$ cat src/rtl/fifo_arb_pkg.sv
// fifo_arb_pkg: shared state type, default sizes and width helpers for the FIFO write arbiter
package fifo_arb_pkg;

    typedef enum logic {
        IDLE  = 1'b0,
        GRANT = 1'b1
    } state_t;

    localparam int DEF_NREQ      = 4;
    localparam int DEF_WIDTH     = 8;
    localparam int DEF_MAX_BURST = 4;

    // Width of a requester index; never below one bit
    function automatic int idx_w(input int n);
        return (n > 1) ? $clog2(n) : 1;
    endfunction

    // Width of the beat counter: enough to hold MAX_BURST itself
    function automatic int cnt_w(input int m);
        return $clog2(m) + 1;
    endfunction

endpackage

$ cat src/rtl/rr_picker.sv
// rr_picker: round-robin winner selection starting just after the last granted requester
module rr_picker #(
    parameter int NREQ = 4,
    parameter int IW   = 2
) (
    input  logic [NREQ-1:0] valid,
    input  logic [IW-1:0]   last_grant,
    output logic            found,
    output logic [IW-1:0]   winner
);

    logic [2*NREQ-1:0] doubled;
    logic [NREQ-1:0]   rot;
    logic [IW-1:0]     pos;

    assign doubled = {valid, valid};
    assign rot     = NREQ'(doubled >> (int'(last_grant) + 1));
    assign found   = |valid;
    assign winner  = IW'((int'(pos) + int'(last_grant) + 1) % NREQ);

    // Priority-encode the rotated vector: lowest set bit is nearest after last_grant
    always_comb begin
        pos = '0;
        for (int i = NREQ - 1; i >= 0; i--)
            if (rot[i]) pos = IW'(i);
    end

endmodule

$ cat src/rtl/fifo_wr_arbiter.sv
// fifo_wr_arbiter: round-robin burst arbiter sharing one sync_fifo write port among NREQ producers
module fifo_wr_arbiter
    import fifo_arb_pkg::*;
#(
    parameter int NREQ      = DEF_NREQ,
    parameter int WIDTH     = DEF_WIDTH,
    parameter int MAX_BURST = DEF_MAX_BURST
) (
    input  logic                    clk,
    input  logic                    rst_n,
    input  logic [NREQ-1:0]         req_valid,
    input  logic [NREQ-1:0]         req_last,
    input  logic [NREQ*WIDTH-1:0]   req_data,
    output logic [NREQ-1:0]         req_ready,
    input  logic                    fifo_full,
    output logic                    fifo_wr,
    output logic [WIDTH-1:0]        fifo_data,
    output logic [idx_w(NREQ)-1:0]  grant_id,
    output logic                    busy
);

    localparam int IW = idx_w(NREQ);
    localparam int CW = cnt_w(MAX_BURST);

    state_t           state;
    logic [IW-1:0]    owner;
    logic [IW-1:0]    last_grant;
    logic [IW-1:0]    winner;
    logic [CW-1:0]    beat_cnt;
    logic             found;
    logic             open;
    logic             done;
    logic [WIDTH-1:0] slice [NREQ];

    for (genvar g = 0; g < NREQ; g++) begin : g_slice
        assign slice[g] = req_data[g*WIDTH +: WIDTH];
    end

    rr_picker #(.NREQ(NREQ), .IW(IW)) u_picker (
        .valid      (req_valid),
        .last_grant (last_grant),
        .found      (found),
        .winner     (winner)
    );

    // Ready depends only on state, owner and full, never on req_valid
    assign open      = (state == GRANT) & ~fifo_full;
    assign req_ready = open ? (NREQ'(1) << owner) : '0;
    assign fifo_wr   = open & req_valid[owner];
    assign fifo_data = slice[owner];
    assign done      = fifo_wr & (req_last[owner] | (beat_cnt == CW'(MAX_BURST - 1)));
    assign grant_id  = owner;
    assign busy      = (state == GRANT);

    // Arbitrate in IDLE, hold the grant through a burst, release on last or burst limit
    always_ff @(posedge clk or negedge rst_n) begin
        if (!rst_n) begin
            state      <= IDLE;
            owner      <= '0;
            last_grant <= IW'(NREQ - 1);
            beat_cnt   <= '0;
        end else if (state == IDLE) begin
            if (found) begin
                owner    <= winner;
                beat_cnt <= '0;
                state    <= GRANT;
            end
        end else if (fifo_wr) begin
            beat_cnt <= beat_cnt + CW'(1);
            if (done) begin
                state      <= IDLE;
                last_grant <= owner;
            end
        end
    end

endmodule
$ cat config.mk
export PLATFORM = sky130hd
export DESIGN_NAME = fifo_wr_arbiter
export DESIGN_NICKNAME = d
export VERILOG_FILES = /design/src/rtl/fifo_arb_pkg.sv /design/src/rtl/rr_picker.sv /design/src/rtl/fifo_wr_arbiter.sv
export SDC_FILE = /design/constraint.sdc
export NUM_CORES = 1
export LEC_CHECK = 0
export CAP_MARGIN = 20
export CORE_MARGIN = 1.5
export CORE_UTILIZATION = 38
export DETAILED_ROUTE_END_ITERATION = 10
export MAX_ROUTING_LAYER = met4
export PLACE_DENSITY_LB_ADDON = 0.08
export SLEW_MARGIN = 5
export SYNTH_ARGS = -nofsm -noshare
export SYNTH_HDL_FRONTEND = slang
export SYNTH_SLANG_ARGS = --single-unit
$ cat constraint.sdc
create_clock -name clk -period 4.2 [get_ports clk]
set_clock_uncertainty 0.1 [all_clocks]
set_input_delay 0.84 -clock clk [delete_from_list [all_inputs] [get_ports clk]]
set_output_delay 0.84 -clock clk [all_outputs]
set_load 0.03 [all_outputs]
==> results.py, run 1 <==
metrics = {
    "finish": {
        "multi_input_area_um2": 607,
        "fin_cells": 163,
        "layout-drive-gt1-share_pct": 12.6,
        "antenna_cells": 0,
        "register_area_um2": 203,
        "area_delta_synth_final_pct": 70.4,
        "nets": 182,
        "nFillCells": 183,
    },
    "power": {
        "p_sw_share_pct": 45.5,
        "internal_power_mw": 0.458,
        "clock_power_share_pct": 7.8,
        "p_seq_share_pct": 23.4,
        "leakage_nw": 0.585,
        "power.switching_mw": 0.382,
        "combinationalPowerShare_pct": 68.8,
        "power_density_nw_per_um2": 572,
        "peakVddDrop_mv": 0.334,
    },
    "yosys": {
        "ys_seq_area_share_pct": 23.5,
        "synth_area_um2": 862,
        "synthTopCellsByArea": "dfrtp_1 17%, mux4_2 16%, mux4_1 12%, dfstp_2 6.1%, o21ai_0 4.6%",
        "synth-edff-count": 0,
        "synth_common_cells": "8 x o21ai_0, 7 x nand2_1, 6 x dfrtp_1, 6 x mux4_2, 5 x nor2b_1",
        "syn_nets": 125,
        "ys_warn_count": 0,
        "ys_types": 34,
        "yosysMostFrequentCell": "o21ai_0",
        "synth.top_cell.area_share_pct": 17.4,
        "synth-seq-cells": 8,
        "avgSynthCellArea_um2": 10.9,
        "async_reset_ff_share_pct": 100,
        "synth-main-ff-cell": "dfrtp_1",
        "synth_area_leader_cell": "dfrtp_1",
        "synthCells": 79,
    },
    "cts": {
        "post_cts_buffers": 0,
        "cts_sinks": 8,
        "root_buffer": "clkbuf_4",
        "cts_tree": "yes",
        "h-tree-depth": 1,
        "hold_buffers": 0,
        "cts_buffers": 3,
        "cts-resized-gates": 0,
        "insertion_delay_ns": 0.27,
        "clk_path_buf_depth": 2,
        "clk_pin_slew_ns": 0.06,
    },
    "timing": {
        "tightest_slew_ns": 0.736,
        "max_freq_mhz": 273,
        "fin_crit_sh_pct": 87.3,
        "finalMaxSlewViolations": 0,
        "setup_viol": 0,
        "rsz0062_at_grt": "false",
        "slew_headroom_pct": 50.9,
        "period_needed_ns": 3.67,
        "final.setup.tns_ns": 0,
        "hold_viol": 0,
    },
    "drt": {
        "drc": 0,
        "drt_iter0_drc": 8,
        "vias": 857,
        "wirelength_um": 2120,
        "wire_per_inst_um": 13.0,
        "viasPerCell": 5.26,
        "postRouteAntennaNets": 0,
        "dr.pass1.iters": 4,
    },
    "worst_hold_path": {
        "hp-class": "reg -> reg",
    },
    "grt": {
        "grt_first_pass_wirelength_um": 3570,
        "grt_usage_pct": 19.0,
        "grt_pass1_vias": 840,
        "grt_max_degree": 18,
        "grt.overflow.total": 0,
        "antenna_found_initial": 0,
    },
    "floorplanning": {
        "rows": 17,
        "io_pins": 59,
        "die_h_um": 50.6,
        "dieArea_um2": 2560,
        "start_util_pct": 39.7,
        "die_w_um": 50.6,
        "core_um2": 2170,
    },
    "status": {
        "outcome": "complete, no violations",
    },
    "worst_setup_path": {
        "setup.worst_path.class": "in -> out",
        "cp.required_ns": 3.26,
        "crit_path_end_kind": "primary output",
        "cp.arrival_ns": 2.73,
        "start_kind": "primary input",
        "worstPathMaxFanout": 9,
    },
    "placement": {
        "dp.cells": 159,
        "routabilityCongestion": 0.776,
        "port-buffer-count": 58,
        "dp_hpwl_um": 1710,
    },
    "run": {
        "cap_violations": 0,
    },
}
==> flip-flops by register name, summed over array words and instances, names as in the netlist <==
| signal | cells |
|---|---|
| beat_cnt | 3 |
| last_grant | 2 |
| grant_id | 2 |
| busy | 1 |
==> cell families (layout without fill, tap and decap cells) <==
| kind of cell | after synthesis | count (layout) | synth area share (%) |
|---|---|---|---|
| compound gates | 15 | 15 | 12.2 |
| simple gates | 28 | 28 | 19.2 |
| mux | 14 | 14 | 33.7 |
| flops | 8 | 8 | 23.5 |
| fa+ha+maj | 3 | 3 | 4.35 |
| buf+inv | 10 | 66 | 6.10 |
| xor+xnor | 1 | 1 | 1.02 |
==> worst max-delay path, cell delays in order <==
cell             delay (ns)
clkdlybuf4s50_1        0.57
mux4_2                 0.56
nand2_4                0.12
inv_4                  0.05
clkdlybuf4s50_1        0.58
==> layout make-up <==
type | count | area share [%]
Clock buffer | 4 | 1.79
Tap cell | 28 | 2.39
Multi-Input combinational cell | 61 | 41.3
Timing Repair Buffer | 58 | 39.5
Inverter | 4 | 1.19
Sequential cell | 8 | 13.8
==> path summary, 6_finish.rpt <==
| check | start | depth (start not counted) | endpoint | slack, ns |
|---|---|---|---|---|
| max | req_valid[1] | 5 | fifo_wr | 0.53 |
| min | beat_cnt[0] | 1 | beat_cnt[0] | 0.39 |
| max reg2reg | grant_id[0] | 5 | last_grant[1] | 2.01 |
| min reg2reg | beat_cnt[0] | 1 | beat_cnt[0] | 0.39 |
| max in group asynchronous | rst_n | 1 | last_grant[1] | 2.93 |
| min in group asynchronous | rst_n | 1 | beat_cnt[0] | 0.75 |
==> metrics by stage <==
| step | util, % | setup WS (ns) | hold slack [ns] | instance area (µm²) | total power [mW] |
|---|---|---|---|---|---|
| CTS | 67.7 | 0.533 | 0.398 | 1470 | 0.852 |
| global route | 67.7 | 0.464 | 0.439 | 1470 | 0.904 |
| global placement | 66.5 | 0.559 | 0.379 | 1440 | 0.775 |
| detailed placement | 66.5 | 0.526 | 0.390 | 1440 | 0.782 |
| floorplan | - | 1.35 | 0.357 | 862 | 0.583 |
| finish | 67.7 | 0.532 | 0.386 | 1470 | 0.841 |
==> layout by cell type (no fill, tap or decap), drive strengths merged <==
master,instances
o31ai,1
nand2b,2
mux4,10
a21oi,2
dfrtp,6
o21ai,9
and4,1
nand2,8
nor2b,5
mux2i,2
mux2,2
inv,4
ha,3
a31oi,1
or4,1
xor2,1
nor3b,2
and3,1
nor2,3
or3,1
and3b,2
nor4,1
dfstp,2
o221ai,1
nor3,1
clkbuf,4
o41ai,1
clkdlybuf4s50,58
==> power groups by stage <==
stage | Sequential, mW | Combinational, mW | Clock, mW
final | 0.197 | 0.578 | 0.0657
after global routing | 0.213 | 0.618 | 0.0730
after CTS | 0.201 | 0.585 | 0.0665
after detailed placement | 0.202 | 0.580 | 0
after global placement | 0.201 | 0.574 | 0
after floorplan | 0.162 | 0.421 | 0
==> layer usage <==
metal  global-route usage [%]  vias to the layer above  routed length (µm)
li1                         -                      416                   -
met1                     21.6                      408                 854
met2                     33.3                       27                1140
met3                     3.57                        6                  84
met4                     6.76                        0                  34
met5                        -                        -                   0
No activity file was read; power rests on OpenSTA's default activity.
==> run 2, diff against run 1 <==
--- a/config.mk
+++ b/config.mk
@@ -6,9 +6,12 @@
 export NUM_CORES = 1
 export LEC_CHECK = 0
 export CAP_MARGIN = 20
+export CELL_PAD_IN_SITES_DETAIL_PLACEMENT = 0
+export CELL_PAD_IN_SITES_GLOBAL_PLACEMENT = 1
 export CORE_MARGIN = 1.5
-export CORE_UTILIZATION = 38
+export CORE_UTILIZATION = 40
 export DETAILED_ROUTE_END_ITERATION = 10
+export DONT_BUFFER_PORTS = 1
 export MAX_ROUTING_LAYER = met4
 export PLACE_DENSITY_LB_ADDON = 0.08
 export SLEW_MARGIN = 5
==> run 2 against run 1 <==
Net effect:
- first-iteration DRC count rose by 110%
- clock power fell by 9.1%
- utilization fell by 23 points
- total power fell by 20%
- critical path depth fell by 4
- cell count fell by 36%
- global-route usage fell by 1.5 points
- sequential share of layout area rose by 9.0 points
- routed wire length fell by 7.4%
- via count fell by 25%
- die area fell by 4.7%
- setup slack improved by 0.66 ns
- critical path type is now reg -> out
==> results.py, run 2 (synthesis results as in run 1) <==
metrics = {
    "drt": {
        "dr.pass1.iters": 4,
        "drt_iter0_drc": 17,
        "postRouteAntennaNets": 0,
        "wirelength_um": 1960,
        "viasPerCell": 6.19,
        "vias": 644,
        "wire_per_inst_um": 18.8,
        "drc": 0,
    },
    "floorplanning": {
        "die_w_um": 49.4,
        "io_pins": 59,
        "rows": 16,
        "start_util_pct": 43.1,
        "die_h_um": 49.4,
        "core_um2": 2000,
        "dieArea_um2": 2440,
    },
    "power": {
        "peakVddDrop_mv": 0.265,
        "power_density_nw_per_um2": 757,
        "leakage_nw": 0.364,
    },
    "timing": {
        "max_freq_mhz": 333,
        "slew_headroom_pct": 36.2,
        "finalMaxSlewViolations": 0,
        "final.setup.tns_ns": 0,
        "hold_viol": 0,
        "rsz0062_at_grt": "false",
        "setup_viol": 0,
        "fin_crit_sh_pct": 71.5,
        "tightest_slew_ns": 0.957,
        "period_needed_ns": 3.00,
    },
    "cts": {
        "clk_pin_slew_ns": 0.05,
        "h-tree-depth": 1,
        "hold_buffers": 0,
        "cts_sinks": 8,
        "clk_path_buf_depth": 2,
        "cts_tree": "yes",
        "insertion_delay_ns": 0.25,
        "cts_buffers": 3,
        "root_buffer": "clkbuf_4",
        "post_cts_buffers": 0,
        "cts-resized-gates": 0,
    },
    "worst_setup_path": {
        "crit_path_end_kind": "primary output",
        "slowest_delay_ns": 0.97,
        "crit_buf_inv": 0,
        "setup.worst_path.class": "reg -> out",
        "worstPathMaxFanout": 17,
        "cp.arrival_ns": 2.06,
        "critical-path-top-delay-family": "flip-flops",
        "crit_path_cell_trace": "mux4_1",
        "cp.required_ns": 3.26,
        "crit_path_top_delay_cell": "dfrtp_1",
        "start_kind": "flop",
    },
    "grt": {
        "grt_max_degree": 18,
        "grt_usage_pct": 17.5,
        "grt.overflow.total": 0,
        "antenna_found_initial": 0,
        "grt_pass1_vias": 596,
        "grt_first_pass_wirelength_um": 3060,
    },
    "status": {
        "outcome": "complete, no violations",
    },
    "placement": {
        "port-buffer-count": 0,
        "dp.cells": 101,
        "dp_hpwl_um": 1560,
        "routabilityCongestion": 0.703,
    },
    "finish": {
        "top_register": "beat_cnt",
        "area_delta_synth_final_pct": 3.34,
        "nets": 125,
        "final_common_cell": "o21ai_0",
        "largest_reg_flops": 3,
        "final_cell_mix": "8 x o21ai_0, 7 x nand2_1, 6 x mux4_2, 6 x dfrtp_1, 5 x nor2b_1",
        "fin_cells": 104,
        "layout-drive-gt1-share_pct": 23.4,
        "antenna_cells": 0,
    },
    "worst_hold_path": {
        "hp-class": "in -> async",
    },
    "run": {
        "cap_violations": 0,
    },
}
## run 2: changes by cell type in the layout (fill, tap and decap cells not counted), sizes merged
cell           before  now
clkbuf              4    3
buf                 0    1
clkdlybuf4s50      58    0
## run 2: per-stage QoR
stage / setup slack, ns / util (%) / hold WS (ns) / total power [mW] / area, µm²
2_1_floorplan: 1.35 / - / 0.357 / 0.583 / 862
3_3_place_gp: 1.50 / 43.4 / 0.392 / 0.616 / 868
3_5_place_dp: 1.44 / 43.4 / 0.377 / 0.622 / 868
4_1_cts: 1.16 / 44.5 / 0.162 / 0.684 / 891
5_1_grt: 1.06 / 44.5 / 0.152 / 0.724 / 891
6_report: 1.20 / 44.5 / 0.175 / 0.674 / 891
## run 2: per-layer routing
metal	routed length (µm)	share of wire (%)	GRT usage (%)	up-vias
met4	0	0	8.33	0
met5	0	0	-	-
li1	-	-	-	301
met3	106	5.4	3.68	0
met1	772	39	21.0	319
met2	1080	55	28.2	24
## run 2: path summary, 6_finish.rpt
kind | to | start | slack, ns | cells after the start
min | beat_cnt[2] | rst_n | 0.18 | 0
min in group clk | beat_cnt[0] | beat_cnt[0] | 0.38 | 1
min reg2reg | beat_cnt[0] | beat_cnt[0] | 0.38 | 1
max | fifo_data[1] | grant_id[0] | 1.20 | 1
max in group asynchronous | last_grant[1] | rst_n | 3.65 | 0
max reg2reg | last_grant[0] | grant_id[0] | 1.83 | 5
## run 2: area by class of cell
cell class	instances	area (µm²)
Fill cell	198	1110
Multi-Input combinational cell	61	607
Sequential cell	8	203
Tap cell	27	33.8
Clock buffer	3	22.5
Inverter	4	17.5
Timing Repair Buffer	1	7.51
## run 2: power by group
group / switching [mW] / total, mW / internal (mW)
clock: 0.0269 / 0.0597 / 0.0328
combinational: 0.218 / 0.390 / 0.172
sequential: 0.109 / 0.224 / 0.115
